`src/rtl/regfile_sb_if.sv`:
```
`default_nettype none
// ============================================================================
// Module      : regfile_sb_if
// Description : Bus bundle for regfile_sb. Groups the write-back write port,
//               the two decode read ports, the issue/scoreboard signals and
//               the bulk-clear handshake. "master" drives the pipeline side,
//               "slave" is the register file.
// Revision    : 1.0 - initial release
// ============================================================================
interface regfile_sb_if #(
  parameter int DATA_W = 8,
  parameter int ADDR_W = 3
);
  // write port
  logic              we3;
  logic [ADDR_W-1:0] wa3;
  logic [DATA_W-1:0] wd3;
  // read ports
  logic [ADDR_W-1:0] ra1;
  logic [ADDR_W-1:0] ra2;
  logic [DATA_W-1:0] rd1;
  logic [DATA_W-1:0] rd2;
  // scoreboard
  logic              issue_valid;
  logic [ADDR_W-1:0] issue_wa;
  logic              busy1;
  logic              busy2;
  // bulk clear
  logic              clr_req;
  logic              clr_busy;

  modport master (
    output we3, wa3, wd3, ra1, ra2, issue_valid, issue_wa, clr_req,
    input  rd1, rd2, busy1, busy2, clr_busy
  );

  modport slave (
    input  we3, wa3, wd3, ra1, ra2, issue_valid, issue_wa, clr_req,
    output rd1, rd2, busy1, busy2, clr_busy
  );
endinterface
`default_nettype wire

```
`src/rtl/regfile_sb.sv`:
```
`default_nettype none
// ============================================================================
// Module      : regfile_sb
// Description : Parametrised register file, 1 write / 2 combinational read
//               ports, hardwired zero register, per-register pending-write
//               scoreboard and a sequenced bulk-clear engine (IDLE/CLEAR).
//               Optional macro RF_BYPASS_EN enables write-through forwarding
//               of the write port onto the read data and busy outputs.
// Revision    : 1.0 - initial release
// ============================================================================
module regfile_sb #(
  parameter int DATA_W = 8,
  parameter int ADDR_W = 3
) (
  input  wire logic   clk,
  input  wire logic   rst_n,
  regfile_sb_if.slave bus
);

  localparam int                DEPTH       = 1 << ADDR_W;
  localparam logic [ADDR_W-1:0] c_FIRST_IDX = ADDR_W'(1);
  localparam logic [ADDR_W-1:0] c_LAST_IDX  = ADDR_W'(DEPTH - 1);

  localparam logic [0:0] c_ST_IDLE  = 1'b0;
  localparam logic [0:0] c_ST_CLEAR = 1'b1;

  logic [0:0]        state_q, state_d;
  logic [ADDR_W-1:0] idx_q, idx_d;

  // Entry 0 is reset to zero and never written, so it folds to a constant;
  // reads of address 0 are also gated explicitly below.
  logic [DATA_W-1:0] regs_q [DEPTH];
  logic [DEPTH-1:0]  pending_q;

  logic              w_wr_acc;
  logic              w_iss_acc;
  logic              w_clr_step;
  logic [DATA_W-1:0] w_rd1_base;
  logic [DATA_W-1:0] w_rd2_base;
  logic              w_busy1_base;
  logic              w_busy2_base;

  // FSM state and clear index registers
  always_ff @(posedge clk or negedge rst_n) begin
    if (!rst_n) begin
      state_q <= c_ST_IDLE;
      idx_q   <= c_FIRST_IDX;
    end else begin
      state_q <= state_d;
      idx_q   <= idx_d;
    end
  end

  // FSM next state: sweep idx from 1 to DEPTH-1, then return to IDLE
  always_comb begin
    state_d = state_q;
    idx_d   = idx_q;
    case (state_q)
      c_ST_IDLE: begin
        if (bus.clr_req) begin
          state_d = c_ST_CLEAR;
          idx_d   = c_FIRST_IDX;
        end
      end
      c_ST_CLEAR: begin
        if (idx_q == c_LAST_IDX) begin
          state_d = c_ST_IDLE;
          idx_d   = c_FIRST_IDX;
        end else begin
          idx_d = idx_q + 1'b1;
        end
      end
      default: begin
        state_d = c_ST_IDLE;
        idx_d   = c_FIRST_IDX;
      end
    endcase
  end

  // FSM outputs: writes and issues are only accepted in IDLE
  always_comb begin
    bus.clr_busy = (state_q == c_ST_CLEAR);
    w_clr_step   = (state_q == c_ST_CLEAR);
    w_wr_acc     = (state_q == c_ST_IDLE) && bus.we3 && (bus.wa3 != '0);
    w_iss_acc    = (state_q == c_ST_IDLE) && bus.issue_valid && (bus.issue_wa != '0);
  end

  // Register storage: clear engine has priority, else the write port
  always_ff @(posedge clk or negedge rst_n) begin
    if (!rst_n) begin
      for (int i = 0; i < DEPTH; i++) begin
        regs_q[i] <= '0;
      end
    end else if (w_clr_step) begin
      regs_q[idx_q] <= '0;
    end else if (w_wr_acc) begin
      regs_q[bus.wa3] <= bus.wd3;
    end
  end

  // Scoreboard: issue is applied after write so a same-edge issue wins
  always_ff @(posedge clk or negedge rst_n) begin
    if (!rst_n) begin
      pending_q <= '0;
    end else if (w_clr_step) begin
      pending_q[idx_q] <= 1'b0;
    end else begin
      if (w_wr_acc) begin
        pending_q[bus.wa3] <= 1'b0;
      end
      if (w_iss_acc) begin
        pending_q[bus.issue_wa] <= 1'b1;
      end
    end
  end

  // Stored read data and scoreboard lookup, address 0 forced to zero/idle
  always_comb begin
    w_rd1_base   = (bus.ra1 == '0) ? '0 : regs_q[bus.ra1];
    w_rd2_base   = (bus.ra2 == '0) ? '0 : regs_q[bus.ra2];
    w_busy1_base = (bus.ra1 == '0) ? 1'b0 : pending_q[bus.ra1];
    w_busy2_base = (bus.ra2 == '0) ? 1'b0 : pending_q[bus.ra2];
  end

`ifdef RF_BYPASS_EN
  logic w_fwd1;
  logic w_fwd2;
  logic w_iss_hit1;
  logic w_iss_hit2;

  // Write-through forwarding; a same-cycle re-issue keeps the register busy
  always_comb begin
    w_fwd1     = w_wr_acc && (bus.wa3 == bus.ra1);
    w_fwd2     = w_wr_acc && (bus.wa3 == bus.ra2);
    w_iss_hit1 = bus.issue_valid && (bus.issue_wa == bus.ra1);
    w_iss_hit2 = bus.issue_valid && (bus.issue_wa == bus.ra2);
    bus.rd1    = w_fwd1 ? bus.wd3 : w_rd1_base;
    bus.rd2    = w_fwd2 ? bus.wd3 : w_rd2_base;
    bus.busy1  = w_busy1_base && !(w_fwd1 && !w_iss_hit1);
    bus.busy2  = w_busy2_base && !(w_fwd2 && !w_iss_hit2);
  end
`else
  // No forwarding: outputs follow stored state only
  always_comb begin
    bus.rd1   = w_rd1_base;
    bus.rd2   = w_rd2_base;
    bus.busy1 = w_busy1_base;
    bus.busy2 = w_busy2_base;
  end
`endif

endmodule
`default_nettype wire

```
`src/flat_wrapper.sv`:
```
// flat-port wrapper written by rule: the top's interface ports become plain ports
module regfile_sb_flat 
#(
  parameter int DATA_W = 8,
  parameter int ADDR_W = 3
)
  (clk, rst_n, bus_we3, bus_wa3, bus_wd3, bus_ra1, bus_ra2, bus_issue_valid, bus_issue_wa, bus_clr_req, bus_rd1, bus_rd2, bus_busy1, bus_busy2, bus_clr_busy);
  regfile_sb_if #(.DATA_W(DATA_W), .ADDR_W(ADDR_W)) bus_i ();
  input  wire logic clk;
  input  wire logic rst_n;
  input wire logic [$bits(bus_i.we3)-1:0] bus_we3;
  input wire logic [$bits(bus_i.wa3)-1:0] bus_wa3;
  input wire logic [$bits(bus_i.wd3)-1:0] bus_wd3;
  input wire logic [$bits(bus_i.ra1)-1:0] bus_ra1;
  input wire logic [$bits(bus_i.ra2)-1:0] bus_ra2;
  input wire logic [$bits(bus_i.issue_valid)-1:0] bus_issue_valid;
  input wire logic [$bits(bus_i.issue_wa)-1:0] bus_issue_wa;
  input wire logic [$bits(bus_i.clr_req)-1:0] bus_clr_req;
  output wire logic [$bits(bus_i.rd1)-1:0] bus_rd1;
  output wire logic [$bits(bus_i.rd2)-1:0] bus_rd2;
  output wire logic [$bits(bus_i.busy1)-1:0] bus_busy1;
  output wire logic [$bits(bus_i.busy2)-1:0] bus_busy2;
  output wire logic [$bits(bus_i.clr_busy)-1:0] bus_clr_busy;
  assign bus_i.we3 = bus_we3;
  assign bus_i.wa3 = bus_wa3;
  assign bus_i.wd3 = bus_wd3;
  assign bus_i.ra1 = bus_ra1;
  assign bus_i.ra2 = bus_ra2;
  assign bus_i.issue_valid = bus_issue_valid;
  assign bus_i.issue_wa = bus_issue_wa;
  assign bus_i.clr_req = bus_clr_req;
  assign bus_rd1 = bus_i.rd1;
  assign bus_rd2 = bus_i.rd2;
  assign bus_busy1 = bus_i.busy1;
  assign bus_busy2 = bus_i.busy2;
  assign bus_clr_busy = bus_i.clr_busy;
  regfile_sb #(.DATA_W(DATA_W), .ADDR_W(ADDR_W)) u_core (.clk(clk), .rst_n(rst_n), .bus(bus_i));
endmodule
```
`config.mk`:
```
export PLATFORM = sky130hd
export DESIGN_NAME = regfile_sb_flat
export DESIGN_NICKNAME = d
export VERILOG_FILES = /design/src/rtl/regfile_sb_if.sv /design/src/rtl/regfile_sb.sv /design/src/flat_wrapper.sv
export SDC_FILE = /design/constraint.sdc
export NUM_CORES = 1
export LEC_CHECK = 0
export BUFFER_PORTS_ARGS = -buffer_cell sky130_fd_sc_hd__buf_2
export CORE_MARGIN = 2
export CORE_UTILIZATION = 45
export CTS_BUF_LIST = sky130_fd_sc_hd__clkbuf_4 sky130_fd_sc_hd__clkbuf_8
export DETAILED_ROUTE_END_ITERATION = 10
export PLACE_DENSITY = 0.69
export SYNTH_ARGS = -nofsm -noshare
export SYNTH_HDL_FRONTEND = slang
export SYNTH_SLANG_ARGS = --single-unit
```
`constraint.sdc`:
```
create_clock -name clk -period 4 [get_ports clk]
set_input_delay 0.2 -clock clk [delete_from_list [all_inputs] [get_ports clk]]
set_output_delay 0.2 -clock clk [all_outputs]
set_load 0.05 [all_outputs]
```
==> results.md <==
* Final Skew at 0.00760 ns
* Worst Path Required at 3.80 ns
* Post-synth ARST share at 1.00
* Num rows at 34
* Max-slew violations at 0
* Peak supply drop at 0.000379 V
* Global-route wire length before repair at 17800 um
* Final instance area at 4360 um^2
* CTS Buf Count at 9
* Hold_buf cts at 1
* Number of global-route vias before repair at 3276
* Origin of the critical flop-to-flop path: u_core.bus.clr_busy
* Routed len/inst at 22.3 um
* Arrival time worst endpoint at 2.29 ns
* Core area at 8590 um^2
* Seq cells post-synth at 67
* Least-Margin Pin Slew at 1.10 ns
* PwrDens at 642 nW/um^2
* Die area at 9530 um^2
* Hold Crit Class: in2reg
* Post-CTS Resized at 0
* Top_reg_cell synth: dfrtp_1
* Synth Cell Area at 3950 um^2
* Syn_area_per_cell at 10.7 um^2
* Largest net degree at the start of global routing at 40
* Crit. End Element: output port
* CTS tree: yes
* Detailed Routing Iterations Pass 1 at 7
* Vias at 3187
* Clk sinks at 67
* Fin nets at 424
* Final setup viols at 0
* Gr ovfl total at 0
* CP Launch Type: primary input
* Area growth syn-to-layout at 10.5%
* Die span in x at 97.6 um
* Dpl ws at 1.61 ns
* Cell count after synthesis at 368
* Leak at 2.13 nW
* Metal3 WL at 737 um
* Syn Nets at 395
* Layout cell share with drive strength beyond 1 at 0.210
* Most frequent cells in the layout: 92 x mux2i_1, 66 x dfrtp_1, 65 x nand2_1
* Dpl cells at 493
* Rel. slew slack at 0.264
* IO buf count at 43
* Crit-path max FO at 29
* Fin. Hold Viols at 0
* Initial Util at 0.459
* Most common cell after layout, fill and taps aside: mux2i_1
* Clk buf depth at 2
* Number of synthesized flops with an enable pin at 0
* Post-route ant nets at 0
* Final Instance Count excl. Fillers at 508
* Setup TNS Final at 0 ns
* Hold Path Sink: u_core.idx_q[1]
* Fmax at 0.402 GHz
* Max-Cap Viols at 0
* Status: complete, no violations
* Clock transition at path regs at 0.07 ns
* Yosys top cell area share at 0.419
* Final setup margin at 1.51 ns
* Placed inst area at 4150 um^2
* Met1 WL at 4860 um
* Final worst-path cycle share at 0.622
* DRC Markers at 0
* Largest area contributor in the netlist: dfrtp_1
* Routed Wire Length at 11300 um
* Detailed placer's ending HPWL at 7380 um
* Initial antenna violation count at 0
* Period minus WS final at 2.49 ns
* Largest cells by area after synthesis: dfrtp_1 42%, mux2i_1 23%, a221oi_1 7.1%
* N_diodes at 0
* First DRT Iteration DRCs at 178
* Final RePlAce weighted congestion at 0.776
* Hold_sp: bus_clr_req
* RSZ-0062 raised after global routing: no
* Chip height at 97.6 um
* Critical path class: in2out
* Final Util at 0.507
* Via-per-instance ratio at 6.27
* Worst R2R End: u_core.pending_q[3]
* Seq/Total Area, Yosys at 0.425
* Top sig layer: met4
* Worst R2R Path Depth at 3
* R2R setup slack at 1.84 ns
* I/O pin total at 44
* Root Driver: clkbuf_8
* Hold path depth at 2
* Max H-tree Level at 3
* Yosys cell types at 37
* Global Route Usage Sum at 0.245
* Worst-Skew Late Latency at 0.34 ns
* Post CTS Setup Buffer Count at 0
* Routed wl met2 at 5340 um
* Synth Warn # at 0
-- layer usage --
metal / up-vias / track usage
met5: - / 0
met4: 0 / 0.109
met3: 28 / 0.0741
met2: 148 / 0.384
met1: 1606 / 0.312
li1: 1405 / -
-- kinds of logic after synthesis --
family,count (synthesis),share of synthesized area
multiplexers,110,0.285
AO/OA/AOI/OAI,49,0.102
buffers and inverters,42,0.0580
flip-flops,67,0.425
adder cells (fa/ha/maj),2,0.00634
AND/OR/NAND/NOR,98,0.124
-- critical path: stages --
cell and delay (ns):
buf_2 0.08, buf_4 0.41, nor2b_1 0.75, a221oi_1 0.21, a221oi_1 0.30, buf_2 0.33
-- worst max-delay path by stage --
stage / startpoint / end / slack, ns
2_1_floorplan: bus_ra2[2] / bus_rd2[0] / 1.87
3_3_place_gp: bus_ra2[0] / bus_rd2[1] / 1.67
3_5_place_dp: bus_ra2[0] / bus_rd2[5] / 1.61
4_1_cts: bus_ra2[0] / bus_rd2[5] / 1.62
5_1_grt: bus_ra2[0] / bus_rd2[6] / 1.43
6_report: bus_ra2[0] / bus_rd2[6] / 1.51
-- synth_stat cells, types with 4 or more instances --
library cell and n:
nand2_1 65, buf_2 8, dfrtp_1 66, mux2_2 18, buf_6 4, clkbuf_1 6, inv_1 13, nor2b_1 5
a221oi_1 32, buf_4 8, mux2i_1 92
-- cell type report --
| type | instances | area (um^2) |
|---|---|---|
| Clock buffer | 12 | 165 |
| Inverter | 13 | 48.8 |
| Timing Repair Buffer | 47 | 248 |
| Tap cell | 108 | 135 |
| Clock inverter | 2 | 35.0 |
| Multi-Input combinational cell | 259 | 2050 |
| Fill cell | 792 | 4230 |
| Sequential cell | 67 | 1680 |
-- flip-flops by register name, indices dropped and copies added (netlist names) --
signal / count
u_core.pending_q: 7
u_core.regs_q: 56
u_core.idx_q: 3
u_core.bus.clr_busy: 1
-- power by group --
group / internal (W) / leakage [nW] / switching, W
clock network: 0.000331 / 0.104 / 0.000251
logic: 0.000383 / 1.12 / 0.000625
registers: 0.000950 / 0.905 / 0.000259
total: 0.00166 / 2.13 / 0.00114
-- stage by stage --
stage	power [W]	hold slack, ns
final	0.00280	0.0864
after detailed placement	0.00221	0.370
after CTS	0.00280	0.0753
after global placement	0.00216	0.356
after global routing	0.00296	0.0968
after floorplan	0.00193	-0.0956
Power figures use the tool's default switching activity.
